**src/rtl/mem_store_unit.sv**
```systemverilog
// mem_store_unit: in-order store buffer between the MEM stage and the data cache.
// Word and byte stores are mapped onto byte lanes in the same order that the
// load path reads them back. They are queued, then drained one per cache_ack.
// The processor `halted` output is held low until every queued store has drained.
//
// Optional feature: define STORE_MISALIGN_TRAP_EN to reject word stores whose
// address bits [1:0] are non-zero. Such a store raises a one-cycle `misaligned`
// pulse. Without the macro, a word store is aligned down and `misaligned` is tied to 0.

module mem_store_unit #(
    parameter int DEPTH  = 4,
    parameter int ADDR_W = 32
) (
    input  logic              clk,
    input  logic              reset,
    input  logic              st_valid,
    output logic              st_ready,
    input  logic [ADDR_W-1:0] st_addr,
    input  logic [31:0]       st_data,
    input  logic              st_is_word,
    output logic              cache_req,
    output logic [ADDR_W-1:0] cache_addr,
    output logic [7:0]        cache_data_in [0:3],
    output logic [3:0]        cache_byte_en,
    input  logic              cache_ack,
    input  logic              halted_controller,
    output logic              halted,
    output logic              buf_empty,
    output logic              misaligned
);

    localparam int PTR_W = $clog2(DEPTH);
    localparam int CNT_W = $clog2(DEPTH + 1);

    typedef enum logic [1:0] {
        RUN    = 2'd0,
        DRAIN  = 2'd1,
        HALTED = 2'd2
    } state_e;

    // One buffered write: the aligned address, four lanes packed with lane i at
    // bits [8i+7:8i], and the per-lane enables.
    typedef struct packed {
        logic [ADDR_W-1:0] addr;
        logic [31:0]       data;
        logic [3:0]        be;
    } entry_t;

    entry_t             mem_q [DEPTH];
    logic [PTR_W-1:0]   wr_ptr_q, wr_ptr_d;
    logic [PTR_W-1:0]   rd_ptr_q, rd_ptr_d;
    logic [CNT_W-1:0]   count_q, count_d;
    state_e             state_q, state_d;
    entry_t             head_q, head_d;
    logic               halted_q, halted_d;

    entry_t             in_entry;
    logic               handshake;
    logic               push;
    logic               pop;

    // These three outputs are decoded from registered state only.
    assign buf_empty = (count_q == '0);
    assign cache_req = !buf_empty;
    assign st_ready  = (count_q < CNT_W'(DEPTH)) && (state_q == RUN);

    assign handshake = st_valid && st_ready;
    assign pop       = cache_req && cache_ack;

    // Map an incoming store onto the cache lanes the load path reads back.
    // NOTE: every variable assigned in an always_comb gets a default first, so no path leaves it unassigned and infers a latch.
    always_comb begin
        in_entry      = '0;
        in_entry.addr = {st_addr[ADDR_W-1:2], 2'b00};
        if (st_is_word) begin
            in_entry.data = st_data;
            in_entry.be   = 4'b1111;
        end else begin
            case (st_addr[1:0])
                2'd0: begin in_entry.data = {st_data[7:0], 24'h0};        in_entry.be = 4'b1000; end
                2'd1: begin in_entry.data = {8'h0, st_data[7:0], 16'h0};  in_entry.be = 4'b0100; end
                2'd2: begin in_entry.data = {16'h0, st_data[7:0], 8'h0};  in_entry.be = 4'b0010; end
                default: begin in_entry.data = {24'h0, st_data[7:0]};     in_entry.be = 4'b0001; end
            endcase
        end
    end

`ifdef STORE_MISALIGN_TRAP_EN
    logic word_misaligned;
    logic misaligned_q;

    assign word_misaligned = st_is_word && (st_addr[1:0] != 2'b00);
    assign push            = handshake && !word_misaligned;
    assign misaligned      = misaligned_q;

    // One-cycle trap pulse, raised on the cycle after a rejected word store.
    always_ff @(posedge clk or posedge reset) begin
        if (reset) begin
            misaligned_q <= 1'b0;
        end else begin
            misaligned_q <= handshake && word_misaligned;
        end
    end
`else
    assign push       = handshake;
    assign misaligned = 1'b0;
`endif

    // Next state for the pointers, the occupancy count, the registered head copy and the halt FSM.
    always_comb begin
        wr_ptr_d = push ? wr_ptr_q + PTR_W'(1) : wr_ptr_q;
        rd_ptr_d = pop  ? rd_ptr_q + PTR_W'(1) : rd_ptr_q;

        count_d = count_q;
        case ({push, pop})
            2'b10:   count_d = count_q + CNT_W'(1);
            2'b01:   count_d = count_q - CNT_W'(1);
            default: count_d = count_q;
        endcase

        // The head register always shows the entry at rd_ptr_d. That slot is being
        // written this cycle only when the buffer drains to the incoming store, so
        // in that case the head is taken from the bypass path.
        head_d = head_q;
        if (count_d != '0) begin
            if (push && (rd_ptr_d == wr_ptr_q)) begin
                head_d = in_entry;
            end else begin
                head_d = mem_q[rd_ptr_d];
            end
        end

        state_d = state_q;
        case (state_q)
            RUN: begin
                if (halted_controller) begin
                    state_d = ((count_q == '0) && !push) ? HALTED : DRAIN;
                end
            end
            DRAIN: begin
                if (count_q == '0) begin
                    state_d = HALTED;
                end
            end
            HALTED:  state_d = HALTED;
            default: state_d = RUN;
        endcase

        halted_d = (state_d == HALTED);
    end

    // Control state: the pointers, count, head copy, FSM and halted flag.
    // NOTE: sequential state uses non-blocking assignments so every flop samples pre-edge values, independent of block order.
    always_ff @(posedge clk or posedge reset) begin
        if (reset) begin
            wr_ptr_q <= '0;
            rd_ptr_q <= '0;
            count_q  <= '0;
            head_q   <= '0;
            state_q  <= RUN;
            halted_q <= 1'b0;
        end else begin
            wr_ptr_q <= wr_ptr_d;
            rd_ptr_q <= rd_ptr_d;
            count_q  <= count_d;
            head_q   <= head_d;
            state_q  <= state_d;
            halted_q <= halted_d;
        end
    end

    // Buffer storage, written at the tail on each accepted store.
    // NOTE: the storage array has no reset, because the count and pointers already mark every slot invalid after reset.
    always_ff @(posedge clk) begin
        if (push) begin
            mem_q[wr_ptr_q] <= in_entry;
        end
    end

    // Registered cache-side view of the head entry.
    always_comb begin
        for (int i = 0; i < 4; i++) begin
            cache_data_in[i] = head_q.data[8*i +: 8];
        end
    end

    assign cache_addr    = head_q.addr;
    assign cache_byte_en = head_q.be;
    assign halted        = halted_q;

endmodule

```
**config.mk**
```make
export PLATFORM = sky130hd
export DESIGN_NAME = mem_store_unit
export DESIGN_NICKNAME = d
export VERILOG_FILES = /design/src/rtl/mem_store_unit.sv
export SDC_FILE = /design/constraint.sdc
export NUM_CORES = 1
export LEC_CHECK = 0
export BUFFER_PORTS_ARGS = -buffer_cell sky130_fd_sc_hd__buf_2
export CORE_MARGIN = 3
export CORE_UTILIZATION = 30
export CTS_CLUSTER_SIZE = 10
export DETAILED_ROUTE_END_ITERATION = 7
export HOLD_SLACK_MARGIN = 0.1
export PLACE_DENSITY_LB_ADDON = 0.25
export RECOVER_POWER = 50
export SYNTH_ARGS = -nofsm -noshare
export SYNTH_HDL_FRONTEND = slang
export SYNTH_SLANG_ARGS = --single-unit
```
**constraint.sdc**
```tcl
create_clock -name clk -period 4.05 [get_ports clk]
set_clock_uncertainty 0.15 [all_clocks]
set_input_delay 0.2025 -clock clk [delete_from_list [all_inputs] [get_ports clk]]
set_output_delay 0.2025 -clock clk [all_outputs]
set_load 0.01 [all_outputs]
```
==> metrics, run 1 <==
FF-to-FF Start count_q[2]; commonest non-fill, non-tap cell in the layout edfxtp_1; GR Util met2 between 20% and 30%; CTS clk-pin slew, worst paths roughly 0.06 ns; crit-path max cell delay roughly 0.6 ns; Avg Inst Size Synth around 14 um2; GR met3 Demand/Resource 2.480%; initial antenna violation count 1; CP dominant cell by count inv_1; Cell Int Power around 9 mW; Clock power frac between 20% and 30%; mapped cell area 0.01652 mm2; Peak Freq between 0.2 and 0.3 GHz; Hold Worst Slack ~0.12 ns; busiest grt layer met2; top area cells in the synthesized netlist edfxtp_1 48%, mux2i_1 12%, dfrtp_1 12%, a211oi_1 5.4%, mux4_2 4.9%; DRC viols 0; Port-buffer cells 139; Net count, final between 1,000 and 1,500; die area just under 0.06 mm2; Reg-to-Reg End cache_addr[8]; M1 GR Usage between 10% and 20%; Yosys top cell by area edfxtp_1; Avg WL per Cell around 20 um; CP max stage cell buf_4; clk_lat worst skew 0.54 ns; Via density between 5 and 6; CP bufs+invs 3; worst-path fanout max 62; combinational share of power 42.0%; Ports about 140; Synth Register Bits 340; DPL Wire Length about 24 mm; min-delay src st_data[30]; Min-Delay Path Depth 2; fin. max-slew vios 0; initial core utilization a little under a third; top cell family by delay on the critical path buffers and inverters; Yosys cell types between 40 and 50; switching share of power 35.47%; Tot GR Track Use between 10% and 20%; root buffer cell clkbuf_16; GRT Residual Overflow 0; vias roughly 11,000; P per Cell Area around 720 mW/mm2; first-pass GRT wire length around 64 mm; area growth from synthesis to layout 19.29%; first-pass detailed-route iteration total 4; final core utilization a little over a third; Clock Sinks 340; static leakage approximately 7.3 nW; cts bufs inserted approximately 40; R2R setup slack about 0.51 ns; Initial DRC Count approximately 560; most frequent cells in the layout 264 x edfxtp_1, 204 x mux2i_1, 118 x a211oi_1; period utilisation layout slightly below 90%; DRT Wirelength between 40 and 50 mm; remaining antenna violation count after routing 0; Hold Vio Cnt, Final 0; Max IR drop VDD between 700 and 800 uV; Yosys warnings 0; switching power total just over 5 mW; largest net degree at the start of global routing 140; CTS max path bufs 3; Critical Path RT between 4 and 5 ns; Setup CP Type reg -> reg; Synth top area share a little under half; RSZ-0062 raised after global routing no; crit path capture type register; Min Clock Period, post-route approximately 3.5 ns; Syn Inst Count 1,205; CORE AREA roughly 0.054 mm2; worst hold path class in -> reg; WHS Endpoint mem_q[2][34]; Reg2Reg Depth 11; setup ws final 0.5118 ns; max_cap viols 0; relative slew slack ~8.9%; sequential fraction of the synthesis area 59.50%; status finished, final reports clean; CP arrival 3.76 ns; TritonCTS clock tree done; Routability Congestion between 0.7 and 0.8; die height ~240 um; pre-CTS setup slack ~0.53 ns; Chip Width roughly 240 um; CP Launch Type register; sum of negative setup slack 0 ns; Rows between 80 and 90; Tightest Pin Transition 1.367 ns; endpoints failing setup 0; critical path cell sequence nor3_1 -> and2_0 -> inv_1 -> ha_1 -> inv_1 -> fa_1 -> xor2_1 -> o21a_1 -> nor4_4 -> buf_4 -> o31ai_1; layout cells sized above 1 a little under an eighth; CTS HTree Levels 2; sequential cell fraction of total power 34.4%; vias in the first global route 10,791
## cell families after synthesis
| logic type | after synthesis | share of synthesized area, % |
|---|---|---|
| compound gates | 287 | 13.26 |
| xor+xnor | 6 | 0.3181 |
| fa+ha+maj | 6 | 0.4999 |
| buf+inv | 123 | 3.082 |
| flops | 340 | 59.50 |
| mux | 241 | 17.34 |
| other cells | 1 | 0.02270 |
| simple gates | 201 | 5.983 |
## power groups by stage
stage	Combinational (mW)	Sequential, mW	Clock, mW
after global routing	6.60	4.98	3.62
after detailed placement	6.08	4.96	0
after floorplan	4.39	5.00	0
final	5.98	4.90	3.37
after global placement	5.95	4.95	0
after CTS	6.15	4.90	3.49
## state kept, by name, summed over array words and instances (netlist names)
register	cells
cache_byte_en	4
mem_q	264
state_q	2
cache_addr	30
wr_ptr_q	2
cache_data_in	32
count_q	3
halted	1
rd_ptr_q	2
## what timing repair did
action | CTS | global route
endpoints found under the hold margin | 345 | 0
setup buffers | 0 | 0
setup endpoints to repair | 0 | 0
gates resized for setup | 0 | 0
hold buffers | 64 | 0
## metrics by stage
step | instance area, um2 | total power, mW | std cells
final | 19710 | 14.24 | 2097
after global routing | 19710 | 15.19 | 2097
after CTS | 19820 | 14.54 | 2096
after detailed placement | 17950 | 11.04 | 1958
after global placement | 17950 | 10.90 | 1958
after floorplan | 16530 | 9.397 | 1207
## worst max path at each step
| stage | startpoint | endpoint | slack, ns | depth (start not counted) |
|---|---|---|---|---|
| final | count_q[2] | cache_addr[8] | 0.51 | 11 |
| after global routing | count_q[2] | cache_addr[30] | 0.25 | 12 |
| after CTS | count_q[2] | cache_addr[30] | 0.54 | 11 |
| after detailed placement | count_q[0] | cache_addr[30] | 0.53 | 11 |
| after global placement | count_q[2] | cache_addr[30] | 0.61 | 11 |
| after floorplan | count_q[0] | cache_addr[30] | 0.47 | 14 |
## synth_stat cells
cell and count:
edfxtp_1 264, mux2i_1 204, a211oi_1 118, nand2_1 77
dfrtp_1 76, clkbuf_1 70, nor2b_1 70, a22o_1 59
a21oi_1 45, mux4_2 36, nor2_1 35, o31ai_1 33
o21ba_1 24, buf_2 23, inv_1 18, buf_1 5
buf_4 5, ha_1 5, and3_1 4, nor3_1 4
xnor2_1 4, and2_1 2, inv_2 2, nor4_1 2
nor4_2 2, xor2_1 2, a21o_1 1, and4_1 1
conb_1 1, fa_1 1, mux2_1 1, nand2b_1 1
nor3b_1 1, o211ai_1 1, o21a_1 1, o21ai_0 1
o22ai_1 1, o31ai_4 1, o41a_1 1, o41ai_1 1
or2_1 1, or3_1 1
## final cells by class
cell class	count	area [um2]
clock inverter	3	21.27
antenna	1	2.502
sequential	340	9837
inverter	20	80.08
multi-input combinational	744	6227
fill	5160	34430
tap	696	870.8
clock buffer	71	1201
timing repair buffer	222	1468
## metal layers
layer | wire length (um) | vias to the layer above
li1 | - | 5018
met4 | 740 | 0
met3 | 1507 | 43
met5 | 0 | -
met2 | 21050 | 149
met1 | 18520 | 5439
Power figures use the tool's default switching activity.
==> run 2: changes to the inputs <==
Settings changed: CORE_ASPECT_RATIO from default to 2.
==> metrics, run 2 (synthesis results as in run 1) <==
status finished with violations; failing checks capacitance limit, slew limit; worst hold path class in -> reg; Pwr Total between 10 and 15 mW; Setup Buffers After CTS 0; M1 WL around 19 mm; Tightest Pin Transition approximately 1.9 ns; static leakage 7.266 nW; CP arrival between 3 and 4 ns; worst-path fanout max 74; FF-to-FF Start count_q[2]; initial antenna violation count 3; most frequent cells in the layout 264 x edfxtp_1, 204 x mux2i_1, 130 x clkbuf_1; Setup crit end cache_data_in[17]; Avg WL per Cell about 22 um; Hold Vio Cnt, Final 0; max_cap viols 1; DPL Wire Length between 20 and 30 mm; Levels on crit path 13; vias in the first global route 11,377; crit-path max cell delay about 0.45 ns; CP max stage cell dfrtp_1; CTS HTree Levels 2; endpoints failing setup 0; first-pass GRT wire length 68.89 mm; non-filler cells in the finished layout roughly 2,100; Peak Freq about 0.28 GHz; Multi-input gate area roughly 0.0062 mm2; Min Clock Period, post-route roughly 3.6 ns; sum of negative setup slack 0 ns; Setup CP Type reg -> reg; Setup crit start count_q[2]; placed insts 1,940; DRC viols 0; CTS max path bufs 3; commonest non-fill, non-tap cell in the layout edfxtp_1; clk_lat worst skew approximately 0.54 ns; P per Cell Area 724.1 mW/mm2; Rows between 100 and 150; TritonCTS clock tree done; root buffer cell clkbuf_16; fin. max-slew vios 37; CTS clk-pin slew, worst paths approximately 0.060 ns; Critical Path RT 4.32 ns; Chip Width roughly 170 um; Reg2Reg Depth 13; crit path capture type register; largest net degree at the start of global routing 160; die height 337.9 um; CORE AREA 0.05450 mm2; Max IR drop VDD 503.3 uV; die area between 0.05 and 0.06 mm2; Via density roughly 5.2; Clock Sinks between 300 and 400; register bank with the most flops mem_q; Port-buffer cells between 100 and 150; # resized after CTS 0; GRT Residual Overflow 0; CP Launch Type register; area growth from synthesis to layout 18.90%; WL met3 1.554 mm; WL met2 around 24 mm; top cell family by delay on the critical path simple AND/OR/NAND/NOR gates; CP dominant cell by count inv_1; R2R setup slack between 0.4 and 0.5 ns; max reg flops 264; Routability Congestion about 0.7; RSZ-0062 raised after global routing no; FILL cells around 5,300; Initial DRC Count 564; vias 10,864; layout cells sized above 1 10.71%; critical path cell sequence nor3_1 -> buf_4 -> and2_0 -> inv_1 -> ha_1 -> inv_1 -> fa_1 -> xor2_1 -> o21a_1 -> nor4_4 -> buf_12 -> o21ba_1 -> a22o_1; final core utilization between 30% and 40%; initial core utilization roughly 30%; first-pass detailed-route iteration total 5; Seq. cell area 0.009837 mm2; Net count, final roughly 1,400; CP bufs+invs 4; period utilisation layout just under 90%; Hold Worst Slack 0.2051 ns; hold_buf cts between 60 and 70; relative slew slack -26.30%; Top Layer Used met5; min-delay src cache_ack; Tot GR Track Use between 10% and 20%; cts bufs inserted 40; Reg-to-Reg End cache_data_in[17]; remaining antenna violation count after routing 0; DRT Wirelength about 46 mm; Ports ~140
run 2: final cells by class:
class / count / share of cell area, %
tap: 676 / 4.306
multi-input combinational: 744 / 31.70
sequential: 340 / 50.08
inverter: 20 / 0.4076
clock buffer: 69 / 5.758
antenna: 2 / 0.02548
timing repair buffer: 226 / 7.682
clock inverter: 1 / 0.04459
run 2: tightest hold or removal path, stage by stage:
cell	delay [ns]
buf_2	0.17
a211oi_1	0.06
nor3_1	0.16
o211ai_1	0.12
a21oi_1	0.13
run 2: per-stage QoR:
stage | instance area [um2] | setup slack (ns)
4_1_cts | 19770 | 0.5191
2_1_floorplan | 16530 | 0.4689
6_report | 19640 | 0.4706
3_5_place_dp | 17970 | 0.5359
3_3_place_gp | 17970 | 0.6213
5_1_grt | 19640 | 0.2922
run 2: worst min path at each step:
stage | to | slack [ns] | depth (start not counted)
after floorplan | mem_q[0][36] | 0.15 | 0
after global placement | mem_q[3][50] | 0.29 | 1
after detailed placement | mem_q[1][62] | 0.30 | 1
after CTS | cache_addr[30] | 0.18 | 5
after global routing | cache_addr[30] | 0.27 | 5
final | cache_addr[30] | 0.21 | 5
run 2: power by group:
group / leakage, nW / total, mW / internal [mW] / switching [mW]
Sequential: 3.30 / 4.99 / 4.49 / 0.498
Clock: 0.543 / 3.26 / 1.88 / 1.37
Combinational: 3.42 / 5.97 / 2.70 / 3.27
run 2: metal layers:
layer  global-route usage, %  up-vias
met5                       0        -
met4                   4.744        2
met3                   2.054       53
met2                   28.90      227
met1                   18.61     5565
li1                        -     5017
